--- config.mk ---
export PLATFORM = sky130hd
export DESIGN_NAME = pcm_delay_line
export DESIGN_NICKNAME = d
export VERILOG_FILES = /design/src/rtl/pcm_delay_line.sv
export SDC_FILE = /design/constraint.sdc
export NUM_CORES = 1
export LEC_CHECK = 0
export ABC_AREA = 1
export BUFFER_PORTS_ARGS = -buffer_cell sky130_fd_sc_hd__buf_2
export CAP_MARGIN = 20
export CORE_ASPECT_RATIO = 0.75
export CORE_UTILIZATION = 60
export DETAILED_ROUTE_END_ITERATION = 8
export GPL_TIMING_DRIVEN = 0
export PLACE_DENSITY = 0.78
export RECOVER_POWER = 25
export SLEW_MARGIN = 25
export SYNTH_ARGS = -nofsm -noshare
export SYNTH_HDL_FRONTEND = slang
export SYNTH_SLANG_ARGS = --single-unit
--- constraint.sdc ---
create_clock -name clk -period 1.3 [get_ports clk]
set_input_delay 0.195 -clock clk [delete_from_list [all_inputs] [get_ports clk]]
set_output_delay 0.195 -clock clk [all_outputs]
set_load 0.02 [all_outputs]
--- src/rtl/pcm_delay_line.sv ---
// Programmable 0..15-sample PCM delay; output registered, latency delay+1 advancing edges.
// No backpressure; with DELAY_LINE_CE_EN, sample_en gates every state update.
module pcm_delay_line #(
  parameter int DATA_W  = 19,
  parameter int DELAY_W = 4
) (
  input  logic               clk,
  input  logic               rst,
`ifdef DELAY_LINE_CE_EN
  input  logic               sample_en,
`endif
  input  logic [DELAY_W-1:0] delay,
  input  logic [DATA_W-1:0]  pcm_data,
  output logic [DATA_W-1:0]  delayed_pcm_data
);

  localparam int DEPTH = 2 ** DELAY_W;

  logic [DATA_W-1:0] tap [DEPTH];
  logic [DATA_W-1:0] sel_dat;
  logic              advance;

`ifdef DELAY_LINE_CE_EN
  assign advance = sample_en;
`else
  assign advance = 1'b1;
`endif

  // delay==0 bypasses the history so the output register alone gives one cycle.
  always_comb begin
    sel_dat = pcm_data;
    if (delay != '0) begin
      sel_dat = tap[delay - DELAY_W'(1)];
    end
  end

  always_ff @(posedge clk or negedge rst) begin
    if (!rst) begin
      for (int k = 0; k < DEPTH; k++) begin
        tap[k] <= '0;
      end
      delayed_pcm_data <= '0;
    end else if (advance) begin
      tap[0] <= pcm_data;
      for (int k = 1; k < DEPTH; k++) begin
        tap[k] <= tap[k-1];
      end
      delayed_pcm_data <= sel_dat;
    end
  end

endmodule

After elaboration in Yosys (flattened, before gate mapping)
Cells that the tools add are included.
{"block": "totals", "register_bits": 323, "input_bits": 25, "elab_cells": 25, "out_inout_bits": 19}
{"block": "op_classes", "n_reduce_logical": 1, "n_addsub": 1, "mux": 4, "magnitude_cmp": 1, "bitwise_logic": 1}
{"operator": "$bmux W19 S4", "n": 1}
{"operator": "$mux W19", "n": 3}
{"operator": "$ge A5 B5 Y1 const B", "n": 1}
{"operator": "$not A4 Y5", "n": 1}
{"operator": "$reduce_bool A4 Y1", "n": 1}
{"operator": "$sub A4 B1 Y4 const B", "n": 1}

Logic depth before layout (Yosys ltp)
{"block": "depth", "ltp_word": 6, "mapped_depth": 15, "ltp_nobuf": 9}

Worst setup path after synthesis
OpenSTA, ideal clock, no wires.
{"block": "synth_timing", "kind": "input-to-reg", "startpoint": "in delay[0]", "endpoint": "reg delayed_pcm_data[17]", "required_time_ns": 1.234, "arrival_ns": 1.792, "slack_ns": -0.557, "path_stages": 15, "path_cell_list": "buf_6 -> inv_4 -> buf_6 -> buf_4 -> ha_1 -> clkbuf_2 -> inv_2 -> buf_2 -> buf_2 -> nand3_1 -> nand3_1 -> nand3_1 -> nand2_1 -> nand2_1 -> nand2_1"}
{"block": "synth_between", "elab_chain_cells": 6, "word_cells_on_any_way": 7}
{"item": "start, declared", "line": "12", "text": "input logic [DELAY_W-1:0] delay,"}
{"item": "$sub A4 B1 Y4", "line": "33", "text": "sel_dat = tap[delay - DELAY_W'(1)];"}
{"item": "$not A4 Y5 (implied by the code)", "line": "33"}
{"item": "$bmux W19 S4", "line": "33"}
{"item": "$mux W19 (implied by the code) (2 in a row)", "line": "33"}
{"item": "$mux W19 *", "line": "32", "text": "if (delay != '0) begin"}
{"item": "named net sel_dat[17]", "line": "20", "text": "logic [DATA_W-1:0] sel_dat;"}
{"item": "end signal, assigned", "line": "48", "text": "delayed_pcm_data <= sel_dat;"}
{"item": "end, declared", "line": "14", "text": "output logic [DATA_W-1:0] delayed_pcm_data"}
Mark *: on every way through the listed nets, which the timed path passes. The rest lies on a longest branch. The select of a mux whose other input is x is not followed.

Worst setup path in the final report
{"block": "layout_timing", "startpoint": "in delay[0]", "endpoint": "reg delayed_pcm_data[7]"}
Same word-level chain as after synthesis.

==> flow_metrics.env <==
export IMPL_antenna_found_initial=0
export IMPL_hold_viol=60
export IMPL_drive_gt1_share_pct=13.0
export IMPL_power_switching_mw=5.79
export IMPL_synthArstFlopShare_pct=100
export IMPL_max_freq_mhz=778
export IMPL_slowest_stage="ha_4"
export IMPL_die_h_microns=126
export IMPL_core_sq_um=19700
export IMPL_root_buffer="clkbuf_16"
export IMPL_power_frac_seq_pct=47.2
export IMPL_cts_buffers_inserted=29
export IMPL_synth_most_common_cell="nand2_1"
export IMPL_ir_drop_mv=1.05
export IMPL_crit_chain="buf_16 -> clkinv_16 -> ha_4 -> clkbuf_8 -> inv_4 -> buf_12 -> buf_6 -> nand2_1 -> nand3_2 -> nand3_2 -> nand2_1 -> nand2_1 -> nand2_1"
export IMPL_r2r_slack_ns=0.10
export IMPL_cpLargestDelayFamily="buffers and inverters"
export IMPL_drc_errors=0
export IMPL_cts_tree="built"
export IMPL_critPathArrivalTime_ns=1.73
export IMPL_required_ns=1.74
export IMPL_critPathMaxStageDelay_ns=0.27
export IMPL_synth_cells=1318
export IMPL_place_congestion=0.830
export IMPL_synthDistinctLibCells=18
export IMPL_wl_per_cell_microns=16.8
export IMPL_hold_buffers=19
export IMPL_grt_usage_pct=27.9
export IMPL_clock_latency_ns=0.55
export IMPL_syn_avg_cell_area_sq_um=9.30
export IMPL_timing_critical_path_buf_inv=6
export IMPL_die_x_microns=167
export IMPL_drt_iter0_drc=943
export IMPL_drt_total_wl_mm=28.4
export IMPL_power_density_nw_per_um2=1600
export IMPL_cap_violations=0
export IMPL_leakage_nw=7.83
export IMPL_synth_top_area_share_pct=66.0
export IMPL_via_per_inst=5.17
export IMPL_ios=44
export IMPL_slew_headroom_pct=67.1
export IMPL_vias=8740
export IMPL_pwr_share_comb_pct=11.5
export IMPL_syn2layout_area_growth_pct=18.2
export IMPL_p_total_mw=23.2
export IMPL_postRouteAntennaNets=0
export IMPL_synth_largest_area_cell="dfrtp_1"
export IMPL_p_int_mw=17.4
export IMPL_min_path_type="input pin to asynchronous set/reset pin"
export IMPL_cp_common_cell="nand2_1"
export IMPL_drt_pass1_iter_count=5
export IMPL_grt_overflow=0
export IMPL_antennaDiodeCount=0
export IMPL_floorplan_initialDensity_pct=62.4
export IMPL_syn_nets=1345
export IMPL_finalNetCount=1441
export IMPL_clock_skew_ns=0.00905
export IMPL_die_area_sq_um=21000
export IMPL_synth_seq_area_share_pct=66.0
export IMPL_synth_area_sq_um=12300
export IMPL_clock_path_buffers=3
export IMPL_slew_violations=0
export IMPL_finalSetupViolCount=0
export IMPL_numClockSinks=323
export IMPL_synthTopCellsByCount="nand2_1 (460), dfrtp_1 (323), inv_1 (229)"
export IMPL_violations="hold timing"
export IMPL_final_util_pct=73.7
export IMPL_critPathCaptureType="flip-flop"
export IMPL_synthFlopType="dfrtp_1"
export IMPL_dpl_cell_area_sq_um=13000
export IMPL_whs_ns=-0.415
export IMPL_path_max_fanout=15
export IMPL_setup_worst_path_class="input pin to flip-flop"
export IMPL_grt_max_degree=99
export IMPL_power_frac_clock_pct=41.3
export IMPL_status="finished with violations"
export IMPL_synth_edff_count=0
export IMPL_rows=44
export IMPL_switching_share_pct=25.0
export IMPL_stdcell_area_sq_um=14500
export IMPL_yosys_warnings=0
export IMPL_finalSetupTns_ns=0
export IMPL_grt_first_pass_wirelength_mm=45.1
export IMPL_ys_ff_latch=323
export IMPL_clk_pin_slew_ns=0.07
export IMPL_hpwlAfterDp_mm=18.3
export IMPL_io_buffer_count=42
export IMPL_yosys_top_cells_area="dfrtp_1 (66%), nand2_1 (14%), nand3_1 (9.3%)"
export IMPL_worst_pin_slew_ns=0.493
export IMPL_fin_crit_sh_pct=98.8
export IMPL_period_needed_ns=1.28
export IMPL_start_kind="input pin"
export IMPL_htree_levels=1
export IMPL_grt_pass1_vias=8661
## sequential cells by signal, summed over array words and instances (netlist names)
name and count:
tap 304, delayed_pcm_data 19
## path summary, 6_finish.rpt
kind,startpoint,to,cells past startpoint
max,delay[0],delayed_pcm_data[7]$_DFF_PN0_,13
min,rst,tap[23]$_DFF_PN0_,1
max reg2reg,tap[141]$_DFF_PN0_,delayed_pcm_data[8]$_DFF_PN0_,8
min reg2reg,tap[76]$_DFF_PN0_,tap[57]$_DFF_PN0_,0
max in group asynchronous,rst,tap[194]$_DFF_PN0_,3
min in group clk,delay[2],delayed_pcm_data[6]$_DFF_PN0_,5
## layout by cell type (no fill, tap or decap), types with 2 or more instances in the layout
| cell | Yosys | layout |
|---|---|---|
| dfrtp_1 | 323 | 323 |
| nand3_2 | 0 | 23 |
| dlygate4sd3_1 | 0 | 19 |
| bufinv_16 | 0 | 7 |
| inv_1 | 229 | 228 |
| buf_6 | 3 | 10 |
| clkbuf_8 | 0 | 7 |
| inv_2 | 4 | 4 |
| buf_2 | 42 | 57 |
| nand2_1 | 460 | 454 |
| nor2_1 | 2 | 2 |
| clkinv_2 | 0 | 4 |
| clkbuf_2 | 1 | 4 |
| clkbuf_4 | 0 | 2 |
| clkbuf_1 | 7 | 19 |
| clkinvlp_4 | 0 | 2 |
| buf_4 | 8 | 10 |
| clkbuf_16 | 0 | 29 |
| nand2_2 | 3 | 9 |
| buf_8 | 0 | 4 |
| buf_16 | 0 | 4 |
| nand3_1 | 228 | 204 |
## final cells by class
cell class	count	area, sq um
Timing Repair Buffer	67	515
Tap cell	253	317
Clock buffer	40	827
Timing Repair inverter	1	11.3
Sequential cell	323	8080
Clock inverter	14	254
Fill cell	1340	5170
Buffer	60	450
Multi-Input combinational cell	698	3120
Inverter	234	907
## per-stage QoR
step           worst slack, ns  instances
2_1_floorplan           -0.365       1318
3_3_place_gp             -5.89       1613
3_5_place_dp            -0.998       1616
4_1_cts                0.00111       1687
5_1_grt                -0.0341       1690
6_report                0.0150       1690
## metal layers
metal	global-route usage (%)	wire [microns]	up-vias
li1	-	-	4143
met1	39.8	12500	4215
met2	44.2	13100	326
met3	5.81	2180	56
met4	6.92	686	0
met5	1.37	0	-
## logic make-up (layout without fill, tap and decap cells)
logic type / after synthesis / in the layout / share of synthesized area [%]
xor gates and xnor gates: 2 / 2 / 0.143
buffers and inverters: 297 / 416 / 9.99
DFF: 323 / 323 / 66.0
and+or+nand+nor: 694 / 694 / 23.7
adders and majority gates: 2 / 2 / 0.204
## power by group through the flow
stage          Combinational [mW]  Clock, mW  Sequential, mW
4_1_cts                      2.53       9.61            10.9
2_1_floorplan                1.37          0            11.2
3_3_place_gp                 2.35          0            11.1
3_5_place_dp                 2.44          0            11.1
6_report                     2.67       9.57            10.9
5_1_grt                      2.96       10.0            11.0
## repair_timing
item	4_1_cts	5_1_grt
resized for setup	11	41
pin swaps	0	8
setup buffers	0	2
gates cloned	0	2
endpoints found under the setup margin	19	21
hold endpoints to repair	98	60
Power figures use the tool's default switching activity.
